File: config.mk
export PLATFORM = sky130hd
export DESIGN_NAME = sandbox_host_link
export DESIGN_NICKNAME = d
export VERILOG_FILES = /design/src/rtl/sandbox_host_link.sv
export SDC_FILE = /design/constraint.sdc
export NUM_CORES = 1
export LEC_CHECK = 0
export CAP_MARGIN = 5
export CORE_ASPECT_RATIO = 2
export CORE_MARGIN = 4
export CORE_UTILIZATION = 55
export DETAILED_ROUTE_END_ITERATION = 10
export PLACE_DENSITY = 0.93
export SLEW_MARGIN = 40
export SYNTH_ARGS = -nofsm -noshare
export SYNTH_HDL_FRONTEND = slang
export SYNTH_SLANG_ARGS = --single-unit
export TNS_END_PERCENT = 20
File: constraint.sdc
create_clock -name masterClock -period 4.2 [get_ports masterClock]
set_input_delay 0.42 -clock masterClock [delete_from_list [all_inputs] [get_ports masterClock]]
set_output_delay 0.42 -clock masterClock [all_outputs]
set_load 0.005 [all_outputs]
File: src/rtl/sandbox_host_link.sv
// sandbox_host_link: host-side UART framing link for the sandbox process.
//   RX: assembles A5-led 6-byte frames into control/inputData and holds them
//       with dataReceived until clearDR; times out partial frames.
//   TX: on a transmitData rise, serialises 5A/status/outputData (LSB first).
// Ports:
//   masterClock, reset (sync, active-low)
//   rxValid/rxByte            byte stream from the UART receiver
//   txReady/txValid/txByte    byte stream to the UART transmitter
//   dataReceived/control/inputData/clearDR   frame handshake with the process
//   transmitData/status/outputData/txBusy    reply request from the process
//   rxError/rxOverrun         1-cycle pulses for timeout and dropped bytes
module sandbox_host_link #(
  parameter logic [7:0] RX_SYNC        = 8'hA5,
  parameter logic [7:0] TX_SYNC        = 8'h5A,
  parameter int         TIMEOUT_CYCLES = 1_000_000
) (
  input  logic        masterClock,
  input  logic        reset,
  input  logic        rxValid,
  input  logic [7:0]  rxByte,
  input  logic        txReady,
  output logic        txValid,
  output logic [7:0]  txByte,
  output logic        dataReceived,
  output logic [7:0]  control,
  output logic [31:0] inputData,
  input  logic        clearDR,
  input  logic        transmitData,
  input  logic [7:0]  status,
  input  logic [31:0] outputData,
  output logic        txBusy,
  output logic        rxError,
  output logic        rxOverrun
);
  localparam int CW = $clog2(TIMEOUT_CYCLES + 1);
  localparam logic [CW-1:0] T_LAST = CW'(TIMEOUT_CYCLES - 1);
  typedef enum logic [2:0] {R_HUNT, R_CTRL, R_D0, R_D1, R_D2, R_D3, R_HOLD} rx_state_t;
  typedef enum logic {T_IDLE, T_SEND} tx_state_t;
  rx_state_t rx_state_q, rx_state_d;
  tx_state_t tx_state_q, tx_state_d;
  logic [7:0]    control_q, control_d;
  logic [31:0]   data_q, data_d;
  logic [CW-1:0] tcnt_q, tcnt_d;
  logic          rx_err_q, rx_err_d, rx_ovr_q, rx_ovr_d;
  logic [2:0]    idx_q, idx_d;
  logic [47:0]   frame_q, frame_d;
  logic          trans_q;
  logic [1:0]    lane;
  logic          rise;
  assign lane = 2'(rx_state_q - R_D0);
  assign rise = transmitData & ~trans_q;
  always_comb begin
    rx_state_d = rx_state_q;
    control_d  = control_q;
    data_d     = data_q;
    tcnt_d     = '0;
    rx_err_d   = 1'b0;
    rx_ovr_d   = 1'b0;
    case (rx_state_q)
      R_HUNT: rx_state_d = (rxValid && rxByte == RX_SYNC) ? R_CTRL : R_HUNT;
      R_HOLD: begin
        rx_ovr_d   = rxValid;
        rx_state_d = clearDR ? R_HUNT : R_HOLD;
      end
      default:
        // An arriving byte beats a timeout expiring in the same cycle.
        if (rxValid) begin
          if (rx_state_q == R_CTRL) control_d = rxByte;
          else data_d[{lane, 3'b000} +: 8] = rxByte;
          rx_state_d = (rx_state_q == R_D3) ? R_HOLD : rx_state_t'(rx_state_q + 3'd1);
        end else if (tcnt_q == T_LAST) begin
          rx_state_d = R_HUNT;
          rx_err_d   = 1'b1;
        end else tcnt_d = tcnt_q + 1'b1;
    endcase
  end
  always_comb begin
    tx_state_d = tx_state_q;
    idx_d      = idx_q;
    frame_d    = frame_q;
    if (tx_state_q == T_IDLE) begin
      if (rise) begin
        tx_state_d = T_SEND;
        idx_d      = 3'd0;
        frame_d    = {outputData, status, TX_SYNC};
      end
    end else if (txReady) begin
      idx_d      = (idx_q == 3'd5) ? 3'd0 : idx_q + 3'd1;
      tx_state_d = (idx_q == 3'd5) ? T_IDLE : T_SEND;
    end
  end
  always_ff @(posedge masterClock) begin
    if (!reset) begin
      rx_state_q <= R_HUNT;
      tx_state_q <= T_IDLE;
      control_q  <= '0;
      data_q     <= '0;
      tcnt_q     <= '0;
      rx_err_q   <= 1'b0;
      rx_ovr_q   <= 1'b0;
      idx_q      <= '0;
      frame_q    <= '0;
      trans_q    <= 1'b0;
    end else begin
      rx_state_q <= rx_state_d;
      tx_state_q <= tx_state_d;
      control_q  <= control_d;
      data_q     <= data_d;
      tcnt_q     <= tcnt_d;
      rx_err_q   <= rx_err_d;
      rx_ovr_q   <= rx_ovr_d;
      idx_q      <= idx_d;
      frame_q    <= frame_d;
      trans_q    <= transmitData;
    end
  end
  assign dataReceived = rx_state_q == R_HOLD;
  assign control      = control_q;
  assign inputData    = data_q;
  assign rxError      = rx_err_q;
  assign rxOverrun    = rx_ovr_q;
  assign txValid      = tx_state_q == T_SEND;
  assign txBusy       = tx_state_q == T_SEND;
  assign txByte       = txValid ? frame_q[{idx_q, 3'b000} +: 8] : 8'h00;
endmodule

# Yosys cells after proc, flatten, opt, wreduce, memory -nomap -nowiden
# Index checks and enable logic that the tools add are counted.
# totals
regBits,114
latch_bits,0
mem_bits_rw,0
rom_bits,0
in_bits,54
output_inout_bits,53
mem_count,0
# op_classes
n_addsub,5
multipliers,0
div,0
magnitude_cmp,0
eq_ne,7
shift,3
mux,17
n_bitwise,6
reduce_logical,12
# op_table
operator,count
$shiftx A48 B7 Y8,1
$bwmux W32,1
$shift A8 B7 Y32 const A,1
$shiftx A8 B7 Y32,1
$mux W3,8
$add A20 B1 Y20 const B,1
$eq A20 B20 Y1 const B,1
$eq A3 B3 Y1 const B,3
$eq A8 B8 Y1 const B,1
$mux W8,1
$neg A5 Y7,1
$add A3 B1 Y3 const B,2
$mux W1,6
$pmux W3 S2,1
$reduce_and A2 Y1,3
$reduce_and A3 Y1,2
$not A1 Y1,5
$reduce_or A5 Y1,1
$reduce_bool A4 Y1,1
$reduce_or A4 Y1,1
$eq A3 B1 Y1 const B,1
$logic_not A3 Y1,1
$ne A2 B2 Y1 const B,1
$reduce_bool A2 Y1,1
4 further kinds,4

# Depth between registers and ports, before layout
# depth
ltp_word,4
mapped_depth,9

# Worst setup path after synthesis
# OpenSTA, ideal clock, no wires.
# synth_path
path_type,register to register
from,register rx_state_q[0]
to,register data_q[24] (netlist: inputData[24])
setup_ps,66
arrival_ps,2046
slack_ps,2087
stages_incl_launch_ff,8
path_buffers,1
path_cell_list,dfxtp_1 inv_1 ha_1 clkbuf_1 nand4b_1 nor3_1 a22oi_1 nor2b_1
# synth_between
elab_chain_cells,4
elab_cells_between_ends,12
classes_between,2 x add/sub; 2 x eq/ne; 2 x shift; 1 x mux; 2 x bitwise; 3 x reduce/logical
# synth_lines
element,line,source
start: declaration,39,"rx_state_t rx_state_q, rx_state_d;"
start signal: assignment,105,rx_state_q <= rx_state_d;
$sub A2 B2 Y2 (tied with other cells),50,assign lane = 2'(rx_state_q - R_D0);
$neg A5 Y7 or $reduce_or A2 Y1 (tied branches),-,
$shiftx A8 B7 Y32 (tied with other cells),69,"else data_d[{lane, 3'b000} +: 8] = rxByte;"
$bwmux W32 or $reduce_and A3 Y1 (tied branches),-,
end signal: assignment,108,data_q <= data_d;
end: declaration,42,"logic [31:0] data_q, data_d;"
# Several ways; a longest one is shown, not always the timed one.
# A chain may end at the register's enable or synchronous reset.

# Final worst setup path
# layout_path
from,register idx_q[0]
to,output txByte[2]
# layout_between
elab_chain_cells,2
# layout_lines
element,line,source
start: declaration,45,"logic [2:0] idx_q, idx_d;"
start signal: assignment,112,idx_q <= idx_d;
$shiftx A48 B7 Y8,124,"assign txByte = txValid ? frame_q[{idx_q, 3'b000} +: 8] : 8'h00;"
$mux W8,124,
end: declaration,23,"output logic [7:0] txByte,"
# No other way between the ends.

==> impl_metrics.ini <==
[yosys]
synth_most_common_cell = nand2_1
ys_types = 47
avgSynthCellArea_um2 = 8.97
synth.ff_latch_count = 111
synth.top_cell.area_share_pct = 44.0
synth_seq_area_share_pct = 44.0
synth_area_leaders = dfxtp_1 44%, nand2_1 9.3%, mux2i_1 6.7%
synth_common_cells = 125 x nand2_1, 111 x dfxtp_1, 42 x a21boi_0
post-synth-top-area-cell = dfxtp_1
synth-edff-count = 0
synth_area_um2 = 5050
synthCells = 563
synth_ff_type = dfxtp_1
ys_warn_count = 0
synth_nets = 624
synth-async-reset-ratio_pct = 0

[cells_and_area]
final_area_um2 = 6420
final_cells = 753
fillers = 671
synthToLayoutAreaGrowth_pct = 27.0
drive_gt1_share_pct = 7.69
final_util_pct = 71.2
nNetsFinal = 707

[routing]
drcViolationCount = 0
via_count = 4424
ant_nets = 0
viasPerCell = 5.88
routedWlPerCell_um = 17.2
first_pass_iters = 5
drt-initial-drc-count = 327
wl_um = 13000

[floorplan]
die_w_um = 75.8
start_util_pct = 56.1
ioPinCount = 107
die_area_um2 = 10900
fp.dieH_um = 144
design.core.area_um2 = 9010
rows = 49

[placed_design]
dpl.cell_count = 737
dp_slack_ps = 1550
port_buffers = 106
place.gp.congestion = 0.921
placed_cell_area_um2 = 6120
dp_hpwl_um = 9400

[critical_path]
crit_chain = buf_4 -> nor2b_1 -> a22oi_1 -> o22ai_1 -> and2_1 -> clkdlybuf4s50_1
crit_buf_inv = 2
cp_max_fo = 12
end_kind = output pin
critical_path.top_delay_family = flip-flops
crit_slowest_cell = dfxtp_1
arrival_ps = 2490
regToRegStartpoint = rx_state_q[0]
r2r_end = inputData[20]
critPathLaunchType = flip-flop
r2r_cells = 6
cp.required_ps = 3780
ff2ff_setup_slack_ps = 1640
critPathKind = flip-flop to output pin
critical-path-max-stage-delay_ps = 830

[clock_tree]
cts_tree = built
cts_resized = 0
cts_sinks = 111
clock-root-buffer = clkbuf_16
hold_buffers = 0
cts-htree-levels = 3
cts_setup_buffers = 0
worstSkewPairLatency_ps = 350
clk_pin_slew_ps = 70
cts_made_buffers = 9
clockBufferDepth = 2

[job]
maxCapViolations = 0

[pwr]
power_mw = 2.09
p_seq_share_pct = 52.6
peakVddDrop_v = 0.000276
internal_power_mw = 1.62
p_comb_share_pct = 7.8
p_leak_nw = 2.25
p_clk_share_pct = 39.6
switching_power_uw = 462
p_per_area_nw_per_um2 = 325
p_sw_share_pct = 22.1

[hold_path]
worstHoldStart = inputData[1]
whs_endpoint = inputData[1]
hp-class = flip-flop to flip-flop
hold_depth = 2

[global_routing]
grt_pass1_wl_um = 20200
grt-ovfl-total = 0
grtUsageTotal_pct = 24.0
grt_max_degree = 51
grt_pass1_vias = 4346
antenna_found_initial = 1

[timing]
fin_ws_ps = 1290
fmaxAchievable_mhz = 343
relSlewSlack_pct = 46.3
setup_viol = 0
tightest_slew_ps = 799
rsz0062_at_grt = false
layout_worst_path_cycle_share_pct = 69.3
hold_viol = 0
finClkSkew_ps = 8.70
setup_tns_ps = 0
fin_crit_ps = 2910
drv_slew = 0
fin_hold_ws_ps = 463

[outcome]
status = completed
-- layout make-up --
cell class                 count  area (um2)  share of cell area [%]
antenna                        1        2.50                  0.0390
clock buffer                   9         225                    3.51
clock inverter                 6        61.3                   0.955
inverter                       8        30.0                   0.468
multi-input combinational    407        2670                    41.6
sequential                   111        2220                    34.6
tap                          102         128                    1.99
timing repair buffer         109        1080                    16.8
-- power groups by stage --
stage | registers, mW | logic, mW | clock network (mW)
2_1_floorplan | 1.11 | 0.0846 | 0
3_5_place_dp | 1.12 | 0.161 | 0
6_report | 1.10 | 0.163 | 0.826
5_1_grt | 1.10 | 0.177 | 0.884
4_1_cts | 1.10 | 0.163 | 0.841
3_3_place_gp | 1.12 | 0.157 | 0
-- worst max-delay path by stage --
stage               cells past startpoint  slack [ps]          start       endpoint
global placement                        5        1630        rxValid  inputData[16]
floorplan                               7        2090  rx_state_q[0]  inputData[24]
global route                            6        1160       idx_q[0]      txByte[7]
finish                                  6        1290       idx_q[0]      txByte[2]
detailed placement                      5        1550        rxValid  inputData[30]
CTS                                     6        1310       idx_q[0]      txByte[2]
-- flip-flops by register name, summed over array words and instances, names as in the netlist --
name / flops
frame_q: 41
inputData: 32
tcnt_q: 20
control: 8
idx_q: 3
rx_state_q: 3
rxError: 1
rxOverrun: 1
trans_q: 1
txBusy: 1
-- worst min-delay path: cells and delay by family, from the launching register on --
kind | cells | cell delay [ps]
muxes | 1 | 60
DFF | 1 | 310
and+or+nand+nor | 1 | 50
-- per-layer routing --
metal  vias up  track usage [%]  share of wire [%]
li1       2113                -                  -
met1      2100             26.1                 36
met2       160             41.4                 54
met3        51             4.55                5.0
met4         0             14.0                5.2
met5         -                0                  0
-- cell families (layout without fill, tap and decap cells) --
family | after synthesis | after routing | share of synthesized area (%)
flops | 111 | 111 | 44.0
fa+ha+maj | 7 | 7 | 1.73
xor+xnor | 13 | 13 | 2.25
compound gates | 95 | 95 | 14.1
buf+inv | 45 | 132 | 3.76
other cells | 0 | 1 | 0
mux | 42 | 42 | 9.41
simple gates | 250 | 250 | 24.8
-- layout by cell type, fill, tap and decap left out, types with 7 or more instances in the layout --
cell type,count
nand2_1,125
dfxtp_1,111
clkdlybuf4s50_1,105
a21boi_0,42
mux2i_1,34
nor2b_1,30
a22oi_1,21
nor2_1,15
nand3_1,11
xnor2_1,10
nor2_2,10
o21ai_0,9
clkbuf_16,9
inv_1,8
nand4_1,7
nor3_1,7
nor4_1,7
ha_1,7
No activity file was read; power rests on OpenSTA's default activity.
